`src/rtl/cal_sequencer_if.sv`:
```
// Signal bundle between the calibration sequencer, its host and the clock divider.
// The slave view belongs to the sequencer; the master view belongs to whoever drives it.
interface cal_sequencer_if #(
    parameter int LEN_W = 12
);
    logic             start;
    logic             abort;
    logic [5:0]       divcount_in;
    logic [LEN_W-1:0] burst_len;
    logic             div_clkout;
    logic             div_load;
    logic [5:0]       div_divcount;
    logic             cal_en;
    logic             busy;
    logic             done;
    logic             err;

    modport slave (
        input  start, abort, divcount_in, burst_len, div_clkout,
        output div_load, div_divcount, cal_en, busy, done, err
    );

    modport master (
        output start, abort, divcount_in, burst_len, div_clkout,
        input  div_load, div_divcount, cal_en, busy, done, err
    );
endinterface

```
`src/rtl/cal_sequencer.sv`:
```
// Calibration burst sequencer: loads a divide value into an external divider,
// waits for it to settle, then opens a glitch-free gate for exactly burst_len
// full divider pulses. Every output comes straight from a flop.
module cal_sequencer #(
    parameter int LEN_W      = 12,
    parameter int SETTLE_CYC = 4
) (
    input  logic           clkin,
    input  logic           reset,
    cal_sequencer_if.slave bus
);
    // Settle counter is preloaded with its last index so SETTLE lasts SETTLE_CYC cycles.
    localparam logic [7:0]       SETTLE_LAST = 8'(SETTLE_CYC - 1);
    localparam logic [LEN_W-1:0] CNT_ONE     = LEN_W'(1);

    typedef enum logic [2:0] {
        S_IDLE,
        S_LOAD,
        S_SETTLE,
        S_ARM,
        S_RUN,
        S_TAIL,
        S_DONE
    } state_t;

    state_t           state_q, state_d;
    logic [LEN_W-1:0] cnt_q, cnt_d;
    logic [7:0]       settle_q, settle_d;
    logic [5:0]       divcount_q, divcount_d;
    logic             div_prev_q;
    logic             div_load_q, cal_en_q, busy_q, done_q, err_q;
    logic             err_d;
    logic             div_rise;

    // Divider output is synchronous to clkin, so one flop is enough for edge detection.
    assign div_rise = ~div_prev_q & bus.div_clkout;

    // Next-state, counter and latch logic; abort outranks everything outside IDLE.
    always_comb begin
        state_d    = state_q;
        cnt_d      = cnt_q;
        settle_d   = settle_q;
        divcount_d = divcount_q;
        err_d      = 1'b0;
        if (state_q != S_IDLE && bus.abort) begin
            state_d  = S_IDLE;
            cnt_d    = '0;
            settle_d = '0;
        end else begin
            case (state_q)
                S_IDLE: begin
                    // abort together with start suppresses both the burst and err
                    if (bus.start && !bus.abort) begin
                        if (bus.divcount_in == '0 || bus.burst_len == '0) begin
                            err_d = 1'b1;
                        end else begin
                            divcount_d = bus.divcount_in;
                            cnt_d      = bus.burst_len;
                            state_d    = S_LOAD;
                        end
                    end
                end
                S_LOAD: begin
                    settle_d = SETTLE_LAST;
                    state_d  = S_SETTLE;
                end
                S_SETTLE: begin
                    if (settle_q == '0) begin
                        state_d = S_ARM;
                    end else begin
                        settle_d = settle_q - 8'd1;
                    end
                end
                S_ARM: begin
                    // open the gate only while the divider is low: no truncated first pulse
                    if (!bus.div_clkout) begin
                        state_d = S_RUN;
                    end
                end
                S_RUN: begin
                    if (div_rise && cal_en_q && cnt_q != '0) begin
                        cnt_d = cnt_q - CNT_ONE;
                        if (cnt_q == CNT_ONE) begin
                            state_d = S_TAIL;
                        end
                    end
                end
                S_TAIL: begin
                    // keep the gate open until the last pulse has fallen
                    if (!bus.div_clkout) begin
                        state_d = S_DONE;
                    end
                end
                S_DONE: begin
                    state_d = S_IDLE;
                end
                default: begin
                    state_d = S_IDLE;
                end
            endcase
        end
    end

    // State register plus outputs registered from the next state.
    always_ff @(posedge clkin or negedge reset) begin
        if (!reset) begin
            state_q    <= S_IDLE;
            cnt_q      <= '0;
            settle_q   <= '0;
            divcount_q <= '0;
            div_prev_q <= 1'b0;
            div_load_q <= 1'b0;
            cal_en_q   <= 1'b0;
            busy_q     <= 1'b0;
            done_q     <= 1'b0;
            err_q      <= 1'b0;
        end else begin
            state_q    <= state_d;
            cnt_q      <= cnt_d;
            settle_q   <= settle_d;
            divcount_q <= divcount_d;
            div_prev_q <= bus.div_clkout;
            div_load_q <= (state_d == S_LOAD);
            cal_en_q   <= (state_d == S_RUN) || (state_d == S_TAIL);
            busy_q     <= (state_d != S_IDLE);
            done_q     <= (state_d == S_DONE);
            err_q      <= err_d;
        end
    end

    assign bus.div_load     = div_load_q;
    assign bus.div_divcount = divcount_q;
    assign bus.cal_en       = cal_en_q;
    assign bus.busy         = busy_q;
    assign bus.done         = done_q;
    assign bus.err          = err_q;

endmodule
```
`src/flat_wrapper.sv`:
```
// flat-port wrapper written by rule: the top's interface ports become plain ports
module cal_sequencer_flat 
#(
    parameter int LEN_W      = 12,
    parameter int SETTLE_CYC = 4
)
  (clkin, reset, bus_start, bus_abort, bus_divcount_in, bus_burst_len, bus_div_clkout, bus_div_load, bus_div_divcount, bus_cal_en, bus_busy, bus_done, bus_err);
  cal_sequencer_if #(.LEN_W(LEN_W)) bus_i ();
  input  logic clkin;
  input  logic reset;
  input wire logic [$bits(bus_i.start)-1:0] bus_start;
  input wire logic [$bits(bus_i.abort)-1:0] bus_abort;
  input wire logic [$bits(bus_i.divcount_in)-1:0] bus_divcount_in;
  input wire logic [$bits(bus_i.burst_len)-1:0] bus_burst_len;
  input wire logic [$bits(bus_i.div_clkout)-1:0] bus_div_clkout;
  output wire logic [$bits(bus_i.div_load)-1:0] bus_div_load;
  output wire logic [$bits(bus_i.div_divcount)-1:0] bus_div_divcount;
  output wire logic [$bits(bus_i.cal_en)-1:0] bus_cal_en;
  output wire logic [$bits(bus_i.busy)-1:0] bus_busy;
  output wire logic [$bits(bus_i.done)-1:0] bus_done;
  output wire logic [$bits(bus_i.err)-1:0] bus_err;
  assign bus_i.start = bus_start;
  assign bus_i.abort = bus_abort;
  assign bus_i.divcount_in = bus_divcount_in;
  assign bus_i.burst_len = bus_burst_len;
  assign bus_i.div_clkout = bus_div_clkout;
  assign bus_div_load = bus_i.div_load;
  assign bus_div_divcount = bus_i.div_divcount;
  assign bus_cal_en = bus_i.cal_en;
  assign bus_busy = bus_i.busy;
  assign bus_done = bus_i.done;
  assign bus_err = bus_i.err;
  cal_sequencer #(.LEN_W(LEN_W), .SETTLE_CYC(SETTLE_CYC)) u_core (.clkin(clkin), .reset(reset), .bus(bus_i));
endmodule
```
`config.mk`:
```
export PLATFORM = sky130hd
export DESIGN_NAME = cal_sequencer_flat
export DESIGN_NICKNAME = d
export VERILOG_FILES = /design/src/rtl/cal_sequencer_if.sv /design/src/rtl/cal_sequencer.sv /design/src/flat_wrapper.sv
export SDC_FILE = /design/constraint.sdc
export NUM_CORES = 1
export LEC_CHECK = 0
export ABC_AREA = 1
export CELL_PAD_IN_SITES_DETAIL_PLACEMENT = 2
export CELL_PAD_IN_SITES_GLOBAL_PLACEMENT = 2
export CORE_ASPECT_RATIO = 0.5
export CORE_UTILIZATION = 28
export DETAILED_ROUTE_END_ITERATION = 7
export GPL_ROUTABILITY_DRIVEN = 0
export GPL_TIMING_DRIVEN = 0
export HOLD_SLACK_MARGIN = 0.02
export PLACE_DENSITY = 0.79
export SYNTH_ARGS = -nofsm -noshare
export SYNTH_HDL_FRONTEND = slang
export SYNTH_SLANG_ARGS = --single-unit
```
`constraint.sdc`:
```
create_clock -name clkin -period 1.3 [get_ports clkin]
set_input_delay 0.26 -clock clkin [delete_from_list [all_inputs] [get_ports clkin]]
set_output_delay 0.26 -clock clkin [all_outputs]
set_load 0.02 [all_outputs]
```
# After elaboration in Yosys (flattened, before gate mapping)

Index checks and enable logic that the tools add are counted.
Widths: inputs -> output; s select.

Add/sub/neg operators: 2
Bitwise gates (word level): 4
Reductions and logical operators: 19
Mux-type cells: 21
Equality and inequality tests: 14

Operator list:

| cell                  | number |
|---|---|
| $mux 12               | 4 |
| $mux 3                | 8 |
| $pmux 12 s2           | 1 |
| $pmux 3 s6            | 1 |
| $mux 8                | 2 |
| $pmux 8 s2            | 1 |
| $eq 3x3->1 const B    | 5 |
| $eq 12x1->1 const B   | 1 |
| $logic_not 12->1      | 1 |
| $reduce_bool 12->1    | 1 |
| $reduce_bool 3->1     | 4 |
| $sub 12x1->12 const B | 1 |
| $logic_not 8->1       | 1 |
| $reduce_and 4->1      | 2 |
| $sub 8x1->8 const B   | 1 |
| $eq 3x1->1 const B    | 2 |
| $eq 3x2->1 const B    | 2 |
| $logic_not 6->1       | 1 |
| $ne 3x1->1 const B    | 2 |
| $ne 3x2->1 const B    | 2 |
| $logic_and 1x1->1     | 4 |
| $mux 1                | 4 |
| $logic_not 3->1       | 1 |
| $not 1->1             | 3 |
| 4 further kinds       | 5 |

Register bits: 35
Input bits: 23
Output and inout port bits: 11
Logic and storage cells: 70

# Logic depth before layout (Yosys ltp)

Depth after elaboration: 9
Mapped depth: 10

# Worst setup path after synthesis

No wires, ideal clock.

Path type: register -> register
Start: register u_core.cnt_q[0]
End: register u_core.cnt_q[8]
Path slack: -0.162 ns
Arrival time: 1.345 ns
Stages on the path, launching flop included: 11
Cell sequence: dfrtp_1 > inv_1 > ha_1 > nand2_1 > nor2_2 > nand2_2 > nand3_4 > nand3_4 > buf_6 > nand2_1 > nand2_1

Cells in the longest elaborated chain, start to end: 4
Elaborated cells on any way between the ends: 8

Ends and longest elaborated chain:

| item                                                       | RTL line                                 | source |
|---|---|---|
| from (decl)                                                | cal_sequencer.sv:27                      | `logic [LEN_W-1:0] cnt_q, cnt_d;` |
| from (signal assigned)                                     | cal_sequencer.sv:119                     | `cnt_q <= cnt_d;` |
| $sub 12x1->12 / $reduce_bool 12->1 (equally long branches) | cal_sequencer.sv:82, cal_sequencer.sv:81 |  |
| $mux 12 / $logic_and 1x1->1 (equally long branches)        | cal_sequencer.sv:81                      | `if (div_rise && cal_en_q && cnt_q != '0) begin` |
| $pmux 12 s2 / $ne 3x1->1 (equally long branches)           | --                                       |  |
| $mux 12 / $reduce_and 4->1 (equally long branches)         | --                                       |  |

Several ways; a longest one is shown, not always the timed one. The select of a mux whose other input is x is not followed.
A chain may end at the register's enable or synchronous reset.

# Final worst setup path

Start: register u_core.cnt_q[1]
End: register u_core.cnt_q[6]

Same word-level chain as after synthesis.

==> key figures <==
Run status
  – Outcome: complete, but fails checks
  – Failing checks: setup timing

Power
  – Seq pwr share: 20.7%
  – Switching pwr: between 5 and 6 mW
  – Switch share: 50.1%
  – PwrDens: 2660 nW/µm²
  – Comb power frac: about 65%
  – Pleak: 1.79 nW
  – Internal power: a little over 5 mW
  – Worst IR drop on VDD: 1.54 mV
  – Clock power share: 14.9%

Yosys
  – Syn Inst Count: approximately 300
  – Yosys top cell by area: dfrtp_1
  – Synth unique cells: 30
  – Synth area leaders: dfrtp_1 39%, nand2_1 14%, nor2_1 6.8%, nand3_1 5.8%, inv_1 5.5%
  – Seq/Total Area, Yosys: 38.8%
  – Mean area per synthesized cell: ~7.4 µm²
  – Flop and latch count out of synthesis: 35
  – Area of the mapped netlist: roughly 2300 µm²
  – Post-synth EDFFs: 0
  – Top cell type's share of synthesized area: 38.8%
  – Ys flop type: dfrtp_1
  – Syn Nets: 334
  – Ys async rst share: 100%
  – Syn. warnings: 0

Detailed routing
  – DR iter-0 viols: 128
  – Residual DRC count: 0
  – Initial DRT Pass Iterations: 4
  – Routed WL: 13400 µm
  – WL/cell: 26.4 µm
  – Antenna-violating nets left: 0
  – Via density: just over 5
  – DR vias: 2608

Final layout
  – Share of cells above drive strength 1: around half
  – Most frequent cells in the layout: 45 x nand2_1, 35 x nand2_2, 33 x buf_4
  – Multi-input logic area: about 1600 µm²
  – Fin area: 3800 µm²
  – Post-Layout Cell Count: 506
  – Layout area overhead: 68.1%
  – Fillers: 824
  – Storage element area: roughly 900 µm²
  – # diodes: 0
  – Final #Nets: between 400 and 500
  – Fin util: 50.2%
  – Commonest non-fill, non-tap cell in the layout: nand2_1

CTS
  – Clk_lat worst skew: ~300 ps
  – TritonCTS buffer count: 5
  – Max Buffers Root-to-Sink: 2
  – CTS Sinks: 35
  – H-tree levels: 2
  – CTS clk-pin slew, worst paths: 70 ps
  – Root Driver: clkbuf_16
  – CTS hold repair buffers: 0
  – CTS tree: built

Placement
  – DP Wirelength: between 5000 and 6000 µm
  – I/O Buffers: 33
  – Cells after DPL: 448
  – Dpl cell area: 2750 µm²

STA
  – Final Cycle Share: 139%
  – Final-report hold violation count: 0
  – Slew Viols, Final: 0
  – Post-route minimum period: around 1800 ps
  – Setup Viol. Count Final: 34
  – Worst-Margin Slew: 937 ps
  – Worst slew margin: 37.5%
  – Highest clock rate: 553 MHz
  – Final WS setup: -509 ps
  – RSZ-0062 raised after global routing: true
  – Final Skew: 2.87 ps

GRT
  – Vias in the first global route: 2982
  – First-pass GRT wire length: about 18000 µm
  – GR Util All Layers: 29.0%
  – Largest net degree at the start of global routing: 36
  – Total gr overflow: 0
  – Initial antenna violation count: 0

Floorplan
  – Initial core utilization: 29.9%
  – Total Die Area: between 8000 and 9000 µm²
  – Rows: 22
  – Chip width: 129 µm
  – Die height: 65.5 µm
  – Core area: between 7000 and 8000 µm²
  – # IOs: 34

Worst setup path
  – Crit Path Max Fanout: 4
  – CP endpoint kind: register
  – Worst Path Arrival: 2040 ps
  – Critical Path RT: 1530 ps
  – Crit Path Class: register to register
  – CP Launch Type: register

Worst hold path
  – Hold crit path type: primary input to asynchronous set/reset pin

Job
  – Max cap viols: 0
[kinds of logic after synthesis]
family | count (synthesis) | synth area share (%)
compound gates | 29 | 7.81
simple gates | 188 | 40.4
buf+inv | 44 | 8.14
flops | 35 | 38.8
xor+xnor | 7 | 2.71
fa+ha+maj | 4 | 2.21
[routing by layer]
metal	part of all wire [%]	GRT usage (%)
met5	0	0
met4	3.8	12.5
met3	4.5	7.33
met2	49	52.4
met1	43	32.8
[power groups by stage]
| stage | Sequential, mW | Clock (mW) | Combinational (mW) |
|---|---|---|---|
| 6_report | 2.09 | 1.50 | 6.52 |
| 5_1_grt | 2.12 | 1.54 | 6.86 |
| 4_1_cts | 1.97 | 1.48 | 4.92 |
| 3_5_place_dp | 1.94 | 0 | 3.70 |
| 3_3_place_gp | 1.90 | 0 | 3.50 |
| 2_1_floorplan | 1.97 | 0 | 2.44 |
[repair_timing]
action,4_1_cts,5_1_grt
pin swaps,25,32
resized for setup,95,84
setup endpoints to repair,42,39
setup buffers,31,22
gates cloned,2,0
[registers in the layout, indices dropped and copies added, names as in the netlist]
register                 flops
u_core.bus.done              1
u_core.bus.div_load          1
u_core.cnt_q                12
u_core.div_prev_q            1
u_core.bus.err               1
u_core.bus.busy              1
u_core.bus.div_divcount      6
u_core.bus.cal_en            1
u_core.state_q               3
u_core.settle_q              8
[stage by stage]
stage	hold slack, ps	TNS, ps	total power [mW]	worst slack [ps]
finish	105	-9360	10.1	-509
global route	136	-11580	10.5	-574
CTS	136	-4750	8.37	-233
detailed placement	434	-15990	5.64	-704
global placement	464	-48690	5.40	-988
floorplan	-35.6	-666	4.41	-62.1
[final cells by class]
| class | count | area share, % |
|---|---|---|
| multi-input combinational | 228 | 41.7 |
| sequential | 35 | 23.3 |
| timing repair buffer | 84 | 21.4 |
| inverter | 38 | 4.09 |
| tap | 108 | 3.56 |
| clock buffer | 5 | 3.29 |
| buffer | 5 | 1.52 |
| clock inverter | 3 | 1.25 |
[critical path: stages, from the launching register on]
cell and delay (ps):
dfrtp_1 400, inv_2 80, buf_6 130, ha_4 170, nand2_2 140, inv_1 110
nand2_1 100, nand2_1 80, a21boi_1 290, nand3_2 120, nand2_1 110
[path summary, 6_finish.rpt]
path,from,end,slack (ps),cells after the start
min in group clkin,bus_div_clkout,u_core.div_prev_q,350,1
worst min register to register,u_core.bus.div_divcount[0],u_core.bus.div_divcount[0],530,2
worst max-delay path,u_core.cnt_q[1],u_core.cnt_q[6],-510,10
worst max register to register,u_core.cnt_q[1],u_core.cnt_q[6],-510,10
max in group asynchronous,reset,u_core.cnt_q[5],550,1
worst min-delay path,reset,u_core.settle_q[2],110,1
[synthesized netlist by cell type, types with 5 or more instances]
master and instances:
nand3_1 26, o21ai_2 6, a21oi_1 5, o21ai_0 13
xor2_1 6, nor2_1 41, dfrtp_1 35, nor2_2 5
nand4_1 11, inv_1 33, nand3_2 6, nand2_1 82
Power figures use the tool's default switching activity.
